**src/rtl/score_pkg.sv**
```systemverilog
// Shared types and helpers for the BCD score accumulator.
package score_pkg;

    localparam int BCD_DIGIT_W = 4;

    typedef enum logic [1:0] {
        IDLE,
        ADD,
        COMMIT
    } state_t;

    // Packed BCD value with the lowest n digits set to 9.
    function automatic logic [31:0] bcd_all_nines(input int n);
        logic [31:0] r;
        r = '0;
        for (int i = 0; i < n; i++) begin
            r[i*BCD_DIGIT_W +: BCD_DIGIT_W] = 4'h9;
        end
        return r;
    endfunction

endpackage

```
**src/rtl/bcd_digit_add.sv**
```systemverilog
// Single-digit BCD adder with carry; shared serially by the accumulator.
module bcd_digit_add
    import score_pkg::*;
(
    input  logic [BCD_DIGIT_W-1:0] a,
    input  logic [BCD_DIGIT_W-1:0] b,
    input  logic                   cin,
    output logic [BCD_DIGIT_W-1:0] s,
    output logic                   cout
);

    logic [BCD_DIGIT_W:0] raw;

    always_comb begin
        raw = {1'b0, a} + {1'b0, b} + {4'b0000, cin};
        if (raw > 5'd9) begin
            cout = 1'b1;
            s    = 4'(raw - 5'd10);
        end else begin
            cout = 1'b0;
            s    = raw[BCD_DIGIT_W-1:0];
        end
    end

endmodule

```
**src/rtl/bcd_score_accumulator.sv**
```systemverilog
// Game score accumulator: buffered weighted events, frame-timed combos,
// digit-serial BCD addition, saturation and a high-score register.
module bcd_score_accumulator
    import score_pkg::*;
#(
    parameter int                        NUM_DIGITS        = 4,
    parameter int                        NUM_EVENTS        = 3,
    parameter logic [8*NUM_EVENTS-1:0]   EVENT_WEIGHTS_BCD = {8'h10, 8'h05, 8'h01},
    parameter int                        COMBO_FRAMES      = 60,
    parameter int                        MAX_COMBO         = 3
) (
    input  logic                               clk,
    input  logic                               reset,
    input  logic                               frame_start,
    input  logic [NUM_EVENTS-1:0]              event_pulse,
    input  logic                               clear_score,
    output logic [4*NUM_DIGITS-1:0]            score,
    output logic [4*NUM_DIGITS-1:0]            high_score,
    output logic [$clog2(MAX_COMBO+1)-1:0]     combo_level,
    output logic                               busy,
    output logic                               score_updated,
    output logic                               new_high,
    output logic                               saturated
);

    localparam int SW = BCD_DIGIT_W * NUM_DIGITS;
    localparam int CW = $clog2(MAX_COMBO + 1);
    localparam int DW = $clog2(NUM_DIGITS);
    localparam logic [SW-1:0] NINES = SW'(bcd_all_nines(NUM_DIGITS));

    state_t                   state;
    logic [NUM_EVENTS-1:0]    pending;
    logic [NUM_EVENTS-1:0]    sel_mask;
    logic [7:0]               sel_weight;
    logic [7:0]               weight;
    logic [SW-1:0]            acc;
    logic [SW-1:0]            commit_value;
    logic [DW-1:0]            digit_idx;
    logic [CW-1:0]            pass_cnt;
    logic [CW-1:0]            next_combo;
    logic [7:0]               frame_cnt;
    logic                     carry;
    logic                     sat;
    logic [BCD_DIGIT_W-1:0]   acc_digit;
    logic [BCD_DIGIT_W-1:0]   weight_digit;
    logic [BCD_DIGIT_W-1:0]   sum_digit;
    logic                     carry_out;

    // Descending scan so the lowest-index pending channel wins.
    always_comb begin
        sel_mask   = '0;
        sel_weight = '0;
        for (int i = NUM_EVENTS - 1; i >= 0; i--) begin
            if (pending[i]) begin
                sel_mask    = '0;
                sel_mask[i] = 1'b1;
                sel_weight  = EVENT_WEIGHTS_BCD[i*8 +: 8];
            end
        end
    end

    always_comb begin
        acc_digit    = acc[digit_idx*BCD_DIGIT_W +: BCD_DIGIT_W];
        weight_digit = (digit_idx == '0)     ? weight[3:0] :
                       (digit_idx == DW'(1)) ? weight[7:4] : 4'h0;
        commit_value = sat ? NINES : acc;
        if (frame_cnt < 8'(COMBO_FRAMES)) begin
            next_combo = (combo_level < CW'(MAX_COMBO)) ? combo_level + CW'(1) : CW'(MAX_COMBO);
        end else begin
            next_combo = '0;
        end
    end

    bcd_digit_add u_digit_add (
        .a    (acc_digit),
        .b    (weight_digit),
        .cin  (carry),
        .s    (sum_digit),
        .cout (carry_out)
    );

    always_ff @(posedge clk or posedge reset) begin
        if (reset) begin
            state         <= IDLE;
            pending       <= '0;
            weight        <= '0;
            acc           <= '0;
            digit_idx     <= '0;
            pass_cnt      <= '0;
            carry         <= 1'b0;
            sat           <= 1'b0;
            frame_cnt     <= 8'(COMBO_FRAMES);
            score         <= '0;
            high_score    <= '0;
            combo_level   <= '0;
            busy          <= 1'b0;
            score_updated <= 1'b0;
            new_high      <= 1'b0;
            saturated     <= 1'b0;
        end else if (clear_score) begin
            state         <= IDLE;
            pending       <= '0;
            frame_cnt     <= 8'(COMBO_FRAMES);
            score         <= '0;
            combo_level   <= '0;
            busy          <= 1'b0;
            score_updated <= 1'b0;
            new_high      <= 1'b0;
            saturated     <= 1'b0;
        end else begin
            score_updated <= 1'b0;
            new_high      <= 1'b0;
            pending       <= (pending & ~((state == IDLE) ? sel_mask : '0)) | event_pulse;

            if (state == IDLE && pending != '0) begin
                frame_cnt <= '0;
            end else if (frame_start && frame_cnt < 8'(COMBO_FRAMES)) begin
                frame_cnt <= frame_cnt + 8'd1;
            end

            case (state)
                IDLE: begin
                    if (pending != '0) begin
                        combo_level <= next_combo;
                        weight      <= sel_weight;
                        acc         <= score;
                        digit_idx   <= '0;
                        pass_cnt    <= '0;
                        carry       <= 1'b0;
                        sat         <= 1'b0;
                        busy        <= 1'b1;
                        state       <= ADD;
                    end
                end
                ADD: begin
                    acc[digit_idx*BCD_DIGIT_W +: BCD_DIGIT_W] <= sum_digit;
                    // A carry out of the top digit on any pass means overflow.
                    if (digit_idx == DW'(NUM_DIGITS - 1)) begin
                        carry     <= 1'b0;
                        digit_idx <= '0;
                        if (carry_out) begin
                            sat <= 1'b1;
                        end
                        if (pass_cnt == combo_level) begin
                            state <= COMMIT;
                        end else begin
                            pass_cnt <= pass_cnt + CW'(1);
                        end
                    end else begin
                        carry     <= carry_out;
                        digit_idx <= digit_idx + DW'(1);
                    end
                end
                COMMIT: begin
                    score         <= commit_value;
                    score_updated <= 1'b1;
                    if (sat) begin
                        saturated <= 1'b1;
                    end
                    if (commit_value > high_score) begin
                        high_score <= commit_value;
                        new_high   <= 1'b1;
                    end
                    busy  <= 1'b0;
                    state <= IDLE;
                end
                default: state <= IDLE;
            endcase
        end
    end

endmodule

```
**config.mk**
```make
export PLATFORM = sky130hd
export DESIGN_NAME = bcd_score_accumulator
export DESIGN_NICKNAME = d
export VERILOG_FILES = /design/src/rtl/score_pkg.sv /design/src/rtl/bcd_digit_add.sv /design/src/rtl/bcd_score_accumulator.sv
export SDC_FILE = /design/constraint.sdc
export NUM_CORES = 1
export LEC_CHECK = 0
export BUFFER_PORTS_ARGS = -buffer_cell sky130_fd_sc_hd__buf_4
export CAP_MARGIN = 20
export CORE_AREA = 8 8 147 121
export DETAILED_ROUTE_END_ITERATION = 16
export DIE_AREA = 0 0 155 129
export REMOVE_ABC_BUFFERS = 1
export SLEW_MARGIN = 30
export SYNTH_ARGS = -nofsm -noshare
export SYNTH_HDL_FRONTEND = slang
export SYNTH_SLANG_ARGS = --single-unit
export TNS_END_PERCENT = 50
```
**constraint.sdc**
```tcl
create_clock -name clk -period 10.2 [get_ports clk]
set_clock_uncertainty 0.05 [all_clocks]
set_input_delay 2.04 -clock clk [delete_from_list [all_inputs] [get_ports clk]]
set_output_delay 2.04 -clock clk [all_outputs]
set_load 0.01 [all_outputs]
```
Word-level counts from Yosys, hierarchy flattened
Cells that the tools add are included.
{"block": "op_classes", "bitwise_logic": 4, "muxes": 54, "n_reduce_logical": 21, "addsub": 8, "magnitude_cmp": 4, "n_shift": 3, "n_eq_ne": 12}
{"cell": "16-bit 2-to-1 mux", "n": 4}
{"cell": "8-bit 2-to-1 mux", "n": 5}
{"cell": "4-bit negator with 34-bit output", "n": 1}
{"cell": "4-bit by 34-bit variable shift with 16-bit output, first input constant", "n": 1}
{"cell": "4-bit by 34-bit indexed part select with 16-bit output", "n": 1}
{"cell": "16-bit one-hot mux with 2 select lines", "n": 1}
{"cell": "2-bit 2-to-1 mux", "n": 13}
{"cell": "16-bit bitwise mux", "n": 1}
{"cell": "16-bit > comparator", "n": 1}
{"cell": "16-bit by 5-bit indexed part select with 4-bit output", "n": 1}
{"cell": "1-bit 2-to-1 mux", "n": 15}
{"cell": "3-bit 2-to-1 mux", "n": 5}
{"cell": "4-bit 2-to-1 mux", "n": 3}
{"cell": "2-bit one-hot mux with 2 select lines", "n": 3}
{"cell": "3-bit AND reduction", "n": 4}
{"cell": "5-bit AND reduction", "n": 2}
{"cell": "2-bit nonzero test", "n": 5}
{"cell": "3-bit nonzero test", "n": 3}
{"cell": "8-bit by 1-bit adder with 8-bit output, second input constant", "n": 1}
{"cell": "8-bit by 6-bit < comparator with 1-bit output, second input constant", "n": 1}
{"cell": "2-bit by 1-bit adder with 2-bit output, second input constant", "n": 3}
{"cell": "2-bit != test, second input constant", "n": 3}
{"cell": "3-bit != test, second input constant", "n": 2}
{"cell": "1-bit one-hot mux with 2 select lines", "n": 3}
{"cell": "other kinds (18)", "n": 24}
{"block": "word_totals", "inputBits": 7, "wordCells": 122, "regBits": 81, "out_inout_bits": 38}

Longest topological paths before layout
Gate-level depths: netlist of run 1.
{"block": "depth", "depth_word": 10, "depth_mapped": 18, "ltp_nobuf": 17}

By module
A second synthesis of run 1 with hierarchy kept.
{"block": "unflattened", "cells_unflattened": 385, "hier_area_um2": 4121.5}
{"module": "bcd_score_accumulator", "cells_per_inst": 363, "seq_area_each_um2": 1906.8, "area_each_um2": 3910.0, "n_inst": 1}
{"module": "bcd_digit_add", "cells_per_inst": 22, "seq_area_each_um2": 0.0, "area_each_um2": 211.5, "n_inst": 1}

Least setup slack after synthesis of run 1
No wires, ideal clock.
{"block": "synth_path", "path_type": "input -> register", "startpoint": "input port clear_score", "endpoint": "register high_score[1]", "t_arrival_ps": 3105, "path_buffers": 2, "required_ps": 10025, "cell_stages": 7, "setup_slack_ps": 6919, "setup_ps": 125, "path_cell_list": "inv_1 > nand3_1 > nor2_1 > o21a_1 > buf_4 > buf_6 > mux2_4"}
{"block": "synth_via", "elab_chain_cells": 2}
{"item": "start: declaration", "line_no": "bcd_score_accumulator.sv:16", "rtl": "input logic clear_score,"}
{"item": "1-bit inverter (no line)"}
{"item": "3-bit AND reduction (no line)"}
{"item": "end signal: assignment", "line_no": "bcd_score_accumulator.sv:161", "rtl": "high_score <= commit_value;"}
{"item": "end: declaration", "line_no": "bcd_score_accumulator.sv:18", "rtl": "output logic [4*NUM_DIGITS-1:0] high_score,"}
Every way passes these cells.
A chain may end at the register's enable or synchronous reset.

Worst setup path in the final report of run 1
{"block": "layout_path", "startpoint": "register digit_idx[0]", "endpoint": "register acc[5]"}
{"block": "layout_via", "elab_chain_cells": 10, "elab_cells_between_ends": 15, "cone_classes": "add/sub (4); order compare (1); eq/ne (1); shift (3); mux (5); reduce/logical (1)"}
{"item": "start: declaration", "line_no": "bcd_score_accumulator.sv:38", "rtl": "logic [DW-1:0] digit_idx;"}
{"item": "start signal: assignment", "line_no": "bcd_score_accumulator.sv:151", "rtl": "digit_idx <= digit_idx + DW'(1);"}
{"item": "branches (longest 8 deep; another with 4-bit by 4-bit adder with 5-bit output)"}
{"item": "16-bit bitwise mux (*)", "line_no": "bcd_score_accumulator.sv:136", "rtl": "acc[digit_idx*BCD_DIGIT_W +: BCD_DIGIT_W] <= sum_digit;"}
{"item": "16-bit one-hot mux with 2 select lines (*)", "line_no": "bcd_score_accumulator.sv:121", "rtl": "case (state)"}
{"item": "end signal: assignment", "line_no": "bcd_score_accumulator.sv:126", "rtl": "acc <= score;"}
{"item": "end signal: indexed assignment", "line_no": "bcd_score_accumulator.sv:136"}
{"item": "end: declaration", "line_no": "bcd_score_accumulator.sv:36", "rtl": "logic [SW-1:0] acc;"}
Every way passes the cells marked *.

==> run_summary.xml, run 1 <==
<?xml version="1.0" encoding="UTF-8"?>
<metrics>
  <group name="run_status">
    <metric name="run_status" unit="">finished clean</metric>
  </group>
  <group name="worst_setup_path">
    <metric name="setup.worst_path.end_class" unit="">flop</metric>
    <metric name="cp_cell_sequence" unit="">inv_1 &gt; ha_1 &gt; nor2_1 &gt; a21oi_1 &gt; fa_1 &gt; inv_1 &gt; ha_1 &gt; xor2_1 &gt; inv_1 &gt; ha_1 &gt; nand2_1 &gt; o31a_1 &gt; a21boi_2 &gt; o21ai_2 &gt; xnor2_2 &gt; o221ai_1</metric>
    <metric name="timing.critical_path.required" unit="ns">10.33</metric>
    <metric name="r2r-start" unit="">digit_idx[0]</metric>
    <metric name="worst-path-max-fanout" unit="">11</metric>
    <metric name="critical_path.n_buffers_inverters" unit="">3</metric>
    <metric name="worst_r2r_endpoint" unit="">acc[5]</metric>
    <metric name="timing_worst_setup_path_type" unit="">reg2reg</metric>
    <metric name="start_kind" unit="">flop</metric>
    <metric name="arrival" unit="ns">4.21</metric>
    <metric name="setup.reg_to_reg.worst_slack" unit="ns">6.13</metric>
    <metric name="critical_path.max_stage_delay" unit="ns">0.57</metric>
    <metric name="rr_worst_depth" unit="">16</metric>
    <metric name="cpLargestDelayFamily" unit="">adder cells</metric>
    <metric name="worst_path_max_delay_cell" unit="">dfrtp_1</metric>
  </group>
  <group name="route">
    <metric name="post_drt_wl_per_cell" unit="µm">16.3</metric>
    <metric name="post-route-drc-count" unit="">0</metric>
    <metric name="routed_wirelength" unit="mm">10.9</metric>
    <metric name="drt_iter0_drc" unit="">321</metric>
    <metric name="dr.pass1.iters" unit="">4</metric>
    <metric name="routed-via-count" unit="">3256</metric>
    <metric name="vias_per_cell" unit="">4.87</metric>
    <metric name="ant_nets" unit="">0</metric>
  </group>
  <group name="logic_synthesis">
    <metric name="synth.yosys.seq_area_share" unit="%">45.3</metric>
    <metric name="synth_enable_flop_cells" unit="">0</metric>
    <metric name="synthDistinctLibCells" unit="">63</metric>
    <metric name="synth-warning-count" unit="">0</metric>
    <metric name="main_synth_ff_type" unit="">dfrtp_1</metric>
    <metric name="post_synth.cell_area_avg" unit="µm²">10.4</metric>
    <metric name="post-synth-top-area-fraction" unit="%">42.8</metric>
    <metric name="synth_largest_area_cell" unit="">dfrtp_1</metric>
    <metric name="syn-instance-count" unit="">405</metric>
    <metric name="synth_area" unit="µm²">4210</metric>
    <metric name="share_of_flip_flops_with_an_asynchronous_set_or_reset_after_synthesis" unit="%">100</metric>
    <metric name="postSynthRegisterBits" unit="">76</metric>
    <metric name="synth.area.top_cells" unit="">dfrtp_1, ha_1, nand2_1</metric>
  </group>
  <group name="sta">
    <metric name="finalSetupViolations" unit="">0</metric>
    <metric name="timing.final.crit_period" unit="ns">4.07</metric>
    <metric name="timing.slew.headroom" unit="%">52.7</metric>
    <metric name="fmaxAchievable" unit="MHz">246</metric>
    <metric name="rsz_0062_raised_after_global_routing" unit="">no</metric>
    <metric name="fin_setup_tns" unit="ns">0</metric>
    <metric name="worst_tran_pin_value" unit="ns">0.707</metric>
    <metric name="drv_slew" unit="">0</metric>
    <metric name="period_share" unit="%">39.9</metric>
    <metric name="hold_violations" unit="">0</metric>
    <metric name="worst_setup_margin" unit="ns">6.13</metric>
  </group>
  <group name="hold_path">
    <metric name="timing.hold.worst_path_depth" unit="">2</metric>
    <metric name="timing.hold.worst.start" unit="">weight[2]</metric>
    <metric name="hold_end" unit="">weight[2]</metric>
    <metric name="holdCritPathClass" unit="">reg2reg</metric>
  </group>
  <group name="die">
    <metric name="fp.dieW" unit="µm">155</metric>
    <metric name="placementRows" unit="">41</metric>
    <metric name="dieArea" unit="µm²">20000</metric>
    <metric name="initial_core_util" unit="%">27.3</metric>
    <metric name="ios" unit="">45</metric>
    <metric name="core" unit="µm²">15400</metric>
    <metric name="floorplan.die.height" unit="µm">129</metric>
  </group>
  <group name="clocking">
    <metric name="cts_num_sinks" unit="">76</metric>
    <metric name="ctsResizeCount" unit="">0</metric>
    <metric name="post_cts_hold_buffer_count" unit="">0</metric>
    <metric name="clock_latency" unit="ns">0.33</metric>
    <metric name="ctsHtreeMaxLevel" unit="">3</metric>
    <metric name="clock_path_buffers" unit="">2</metric>
    <metric name="clockRootBuffer" unit="">clkbuf_16</metric>
    <metric name="clock_tree_from_tritoncts" unit="">done</metric>
    <metric name="tritoncts.num_buffers" unit="">9</metric>
    <metric name="cts_post_setup_buffers_inserted" unit="">0</metric>
    <metric name="clk_pin_slew" unit="ns">0.06</metric>
  </group>
  <group name="place">
    <metric name="placement.setup.worst_slack" unit="ns">6.11</metric>
    <metric name="place.gp.congestion" unit="">0.837</metric>
    <metric name="post-dp-hpwl" unit="mm">7.95</metric>
    <metric name="numPlacedInstances" unit="">652</metric>
    <metric name="port_buffers" unit="">44</metric>
  </group>
  <group name="grt">
    <metric name="grtUsageTotal" unit="%">11.2</metric>
    <metric name="antenna_found_initial" unit="">0</metric>
    <metric name="gr-total-overflow" unit="">0</metric>
    <metric name="grt_start_max_net_pins" unit="">77</metric>
    <metric name="via_count_of_the_first_global_routing_pass" unit="">3412</metric>
    <metric name="grt_pass1_wl" unit="mm">17.9</metric>
  </group>
  <group name="pwr">
    <metric name="ir_drop" unit="V">0.0000914</metric>
    <metric name="power_frac_clock" unit="%">35.7</metric>
    <metric name="switching_power_as_a_share_of_total_power" unit="%">31.4</metric>
    <metric name="p_per_area" unit="nW/µm²">175</metric>
    <metric name="share_of_total_power_in_combinational_logic" unit="%">24.2</metric>
    <metric name="static_power_due_to_leakage" unit="µW">0.00234</metric>
    <metric name="seq_power_share" unit="%">40.1</metric>
    <metric name="power_switching" unit="µW">277</metric>
    <metric name="intPower" unit="µW">605</metric>
  </group>
  <group name="final_layout">
    <metric name="layout_commonest_cell" unit="">dfrtp_1</metric>
    <metric name="post_layout_nonfiller_instances" unit="">668</metric>
    <metric name="most_frequent_cells_in_the_layout" unit="">dfrtp_1, nand2_1, buf_4</metric>
    <metric name="layout_cells_sized_above_1" unit="%">23.6</metric>
    <metric name="finish.net_count" unit="">481</metric>
    <metric name="area_growth_syn_to_layout" unit="%">19.5</metric>
    <metric name="antenna_cells" unit="">0</metric>
  </group>
  <group name="run">
    <metric name="cap_viol_max_count" unit="">0</metric>
  </group>
</metrics>
## area by class of cell
| class | instances | area, µm² |
|---|---|---|
| Fill cell | 1616 | 10400 |
| Sequential cell | 76 | 1910 |
| Timing Repair Buffer | 47 | 360 |
| Clock inverter | 4 | 48.8 |
| Inverter | 29 | 109 |
| Multi-Input combinational cell | 286 | 2090 |
| Clock buffer | 11 | 243 |
| Tap cell | 215 | 269 |
## Yosys cell counts, types with 7 or more instances
cell      number
nor2b_1       13
mux2_4         8
or2_2         10
nand2_1       50
o221ai_1       9
a21oi_1       24
a22o_1        16
clkbuf_1       7
ha_1          24
o21ai_0       12
dfrtp_1       72
mux2_2         7
nor2_1        19
nand3_1       10
inv_1         28
## registers in the layout, summed over array words and instances, names as in the netlist
signal / count
score: 16
saturated: 1
frame_cnt: 8
digit_idx: 2
acc: 16
busy: 1
high_score: 16
weight: 3
pass_cnt: 2
combo_level: 2
new_high: 1
pending: 3
state: 2
score_updated: 1
sat: 1
carry: 1
## per-stage QoR
step	utilization, %	total power (µW)	instance area [µm²]	hold slack (ns)
6_report	32.6	883	5030	0.427
5_1_grt	32.6	931	5030	0.447
4_1_cts	32.5	886	5010	0.438
3_5_place_dp	30.6	569	4720	0.425
3_3_place_gp	30.6	559	4720	0.417
2_1_floorplan	-	509	4110	0.381
## metal layers
metal  vias to the layer above  GRT usage [%]  part of all wire [%]
met5                         -              0                     0
li1                       1545              -                     -
met2                        69           18.1                    47
met1                      1635           14.9                    47
met3                         7           2.08                   4.9
met4                         0           3.74                   1.0
## tightest hold or removal path, cell delays in order, from the launching register on
cell and delay [ns]:
dfrtp_1 0.35, nand2_1 0.05, nand2_1 0.05
## power by group through the flow
| stage | Combinational (µW) | Clock [µW] | Sequential, µW |
|---|---|---|---|
| floorplan | 157 | 0 | 352 |
| global placement | 201 | 0 | 358 |
| detailed placement | 210 | 0 | 359 |
| CTS | 211 | 321 | 354 |
| global route | 236 | 336 | 359 |
| finish | 213 | 315 | 354 |
## kinds of logic (layout without fill, tap and decap cells)
family / count (synthesis) / in the layout / share of synthesized area (%)
simple gates: 133 / 133 / 15.7
xor+xnor: 5 / 5 / 1.22
flops: 76 / 76 / 45.3
fa+ha+maj: 25 / 25 / 7.61
buf+inv: 43 / 91 / 4.99
compound gates: 100 / 100 / 17.5
mux: 23 / 23 / 7.70
## worst max-delay path by stage
stage | startpoint | end | cells past startpoint
finish | digit_idx[0] | acc[5] | 16
global route | digit_idx[0] | acc[9] | 16
CTS | digit_idx[0] | acc[1] | 16
detailed placement | clear_score | high_score[11] | 6
global placement | clear_score | high_score[11] | 6
floorplan | reset | acc[0] | 1
No activity file was read; power rests on OpenSTA's default activity.
==> run 2, diff against run 1 <==
==> constraint.sdc (replaced) <==
create_clock -name clk -period 3.4 [get_ports clk]
set_clock_uncertainty 0.05 [all_clocks]
set_input_delay 0.68 -clock clk [delete_from_list [all_inputs] [get_ports clk]]
set_output_delay 0.68 -clock clk [all_outputs]
set_load 0.01 [all_outputs]
==> run 2 against run 1 <==
  * Via count increased by 1.7%
  * Hold slack got worse by 0.011 ns
  * Sequential power grew to 3.0 times the previous value
  * Sequential share of layout area down 1.2 points
  * Die area unchanged
  * Clock power grew to 3.0 times the previous value
  * Core utilization is 1.1 points higher
  * Critical path depth down 5
  * Final cell count rose by 2.4%
  * Combinational power grew to 3.6 times the previous value
  * Critical endpoint is now acc[10]
==> run_summary.xml, run 2 (synthesized netlist as in run 1, its figures left out) <==
<?xml version="1.0" encoding="UTF-8"?>
<metrics>
  <group name="worst_setup_path">
    <metric name="worst-path-max-fanout" unit="">5</metric>
    <metric name="setup.worst_path.end_class" unit="">flop</metric>
    <metric name="arrival" unit="ns">3.45</metric>
    <metric name="setup.reg_to_reg.worst_slack" unit="ns">0.15</metric>
    <metric name="start_kind" unit="">flop</metric>
    <metric name="timing_worst_setup_path_type" unit="">reg2reg</metric>
    <metric name="timing.critical_path.required" unit="ns">3.60</metric>
  </group>
  <group name="route">
    <metric name="dr.pass1.iters" unit="">4</metric>
    <metric name="vias_per_cell" unit="">4.84</metric>
    <metric name="post_drt_wl_per_cell" unit="µm">16.2</metric>
    <metric name="drt_iter0_drc" unit="">183</metric>
    <metric name="ant_nets" unit="">0</metric>
    <metric name="routed-via-count" unit="">3312</metric>
    <metric name="post-route-drc-count" unit="">0</metric>
    <metric name="routed_wirelength" unit="mm">11.0</metric>
  </group>
  <group name="clocking">
    <metric name="clk_pin_slew" unit="ns">0.06</metric>
    <metric name="ctsHtreeMaxLevel" unit="">3</metric>
    <metric name="tritoncts.num_buffers" unit="">9</metric>
    <metric name="clock_path_buffers" unit="">2</metric>
    <metric name="cts_num_sinks" unit="">76</metric>
    <metric name="clock_latency" unit="ns">0.33</metric>
    <metric name="clockRootBuffer" unit="">clkbuf_16</metric>
    <metric name="clock_tree_from_tritoncts" unit="">done</metric>
  </group>
  <group name="pwr">
    <metric name="static_power_due_to_leakage" unit="µW">0.00242</metric>
    <metric name="p_per_area" unit="nW/µm²">532</metric>
    <metric name="ir_drop" unit="V">0.000247</metric>
  </group>
  <group name="grt">
    <metric name="grt_start_max_net_pins" unit="">48</metric>
    <metric name="antenna_found_initial" unit="">0</metric>
    <metric name="via_count_of_the_first_global_routing_pass" unit="">3428</metric>
    <metric name="gr-total-overflow" unit="">0</metric>
    <metric name="grt_pass1_wl" unit="mm">18.3</metric>
    <metric name="grtUsageTotal" unit="%">11.5</metric>
  </group>
  <group name="sta">
    <metric name="hold_violations" unit="">0</metric>
    <metric name="finalSetupViolations" unit="">0</metric>
    <metric name="fmaxAchievable" unit="MHz">307</metric>
    <metric name="period_share" unit="%">95.7</metric>
    <metric name="drv_slew" unit="">0</metric>
    <metric name="worst_setup_margin" unit="ns">0.148</metric>
    <metric name="timing.slew.headroom" unit="%">46.8</metric>
    <metric name="worst_hold_slack" unit="ns">0.416</metric>
    <metric name="fin_setup_tns" unit="ns">0</metric>
    <metric name="timing.final.crit_period" unit="ns">3.25</metric>
    <metric name="worst_tran_pin_value" unit="ns">0.796</metric>
    <metric name="rsz_0062_raised_after_global_routing" unit="">no</metric>
  </group>
  <group name="die">
    <metric name="fp.dieW" unit="µm">155</metric>
    <metric name="core" unit="µm²">15400</metric>
    <metric name="dieArea" unit="µm²">20000</metric>
    <metric name="initial_core_util" unit="%">27.3</metric>
    <metric name="ios" unit="">45</metric>
    <metric name="floorplan.die.height" unit="µm">129</metric>
    <metric name="placementRows" unit="">41</metric>
  </group>
  <group name="place">
    <metric name="area_after_dpl" unit="µm²">4850</metric>
    <metric name="placement.setup.worst_slack" unit="ns">0.0598</metric>
    <metric name="post-dp-hpwl" unit="mm">8.34</metric>
    <metric name="port_buffers" unit="">44</metric>
    <metric name="place.gp.congestion" unit="">0.848</metric>
  </group>
  <group name="run">
    <metric name="cap_viol_max_count" unit="">0</metric>
  </group>
  <group name="final_layout">
    <metric name="antenna_cells" unit="">0</metric>
    <metric name="most_frequent_cells_in_the_layout" unit="">dfrtp_1, buf_4, nand2_1</metric>
    <metric name="layout_cells_sized_above_1" unit="%">27.5</metric>
    <metric name="summed_area_of_non_filler_cells_in_the_final_layout" unit="µm²">5200</metric>
    <metric name="area_growth_syn_to_layout" unit="%">23.5</metric>
    <metric name="top_regs" unit="">acc x16, high_score x16, score x16</metric>
    <metric name="layout_commonest_cell" unit="">dfrtp_1</metric>
    <metric name="finish.net_count" unit="">497</metric>
  </group>
  <group name="hold_path">
    <metric name="holdCritPathClass" unit="">in2async</metric>
  </group>
  <group name="run_status">
    <metric name="run_status" unit="">finished clean</metric>
  </group>
</metrics>
## run 2: cell count changes in the layout (fill, tap and decap cells not counted), moves of 2 or more
cell,delta
buf_12,+2
buf_4,+16
buf_6,-2
ha_1,-3
ha_2,+3
## run 2: what timing repair did
action,in CTS,in global routing
buffers inserted,0,4
setup endpoints to repair,0,13
hold buffers,0,0
gates resized for setup,0,8
## run 2: per-layer routing
metal / vias up / global-route usage, % / part of all wire (%)
li1: 1579 / - / -
met1: 1634 / 15.3 / 46
met2: 84 / 17.9 / 47
met3: 15 / 2.61 / 5.0
met4: 0 / 4.49 / 1.8
met5: - / 0 / 0
## run 2: final timing paths
| kind | start | to | depth (start not counted) |
|---|---|---|---|
| max reg2reg | digit_idx[1] | acc[10] | 11 |
| min reg2reg | weight[2] | weight[2] | 2 |
| min in group clk | weight[2] | weight[2] | 2 |
| max in group asynchronous | reset | digit_idx[0] | 3 |
| max | digit_idx[1] | acc[10] | 11 |
| min | reset | frame_cnt[6] | 2 |
## run 2: critical path: stages, from the launching register on
cell and delay, ns:
dfrtp_1 0.40, buf_4 0.18, mux4_1 0.58, ha_2 0.36, xor2_2 0.19, buf_4 0.13
buf_4 0.15, o31a_1 0.26, a21boi_4 0.16, o211ai_1 0.29, o311ai_4 0.19, o221ai_1 0.22
## run 2: layout make-up
class                           count  area, µm²
Sequential cell                    76       1910
Multi-Input combinational cell    286       2130
Clock buffer                       10        239
Timing Repair Buffer               63        498
Fill cell                        1575      10200
Clock inverter                      5       52.6
Inverter                           29        109
Tap cell                          215        269
## run 2: through the flow
step                      power [µW]  utilization [%]  std cells
after floorplan                 1530                -        391
final                           2770             33.7        684
after global placement          1740             31.4        665
after global routing            2910             33.7        684
after detailed placement        1770             31.4        665
after CTS                       2720             33.3        680
## run 2: power by group
group	switching, µW	total [µW]	internal, µW
Sequential	69.5	1050	979
Combinational	430	770	340
Clock	367	947	580
Total	866	2770	1900
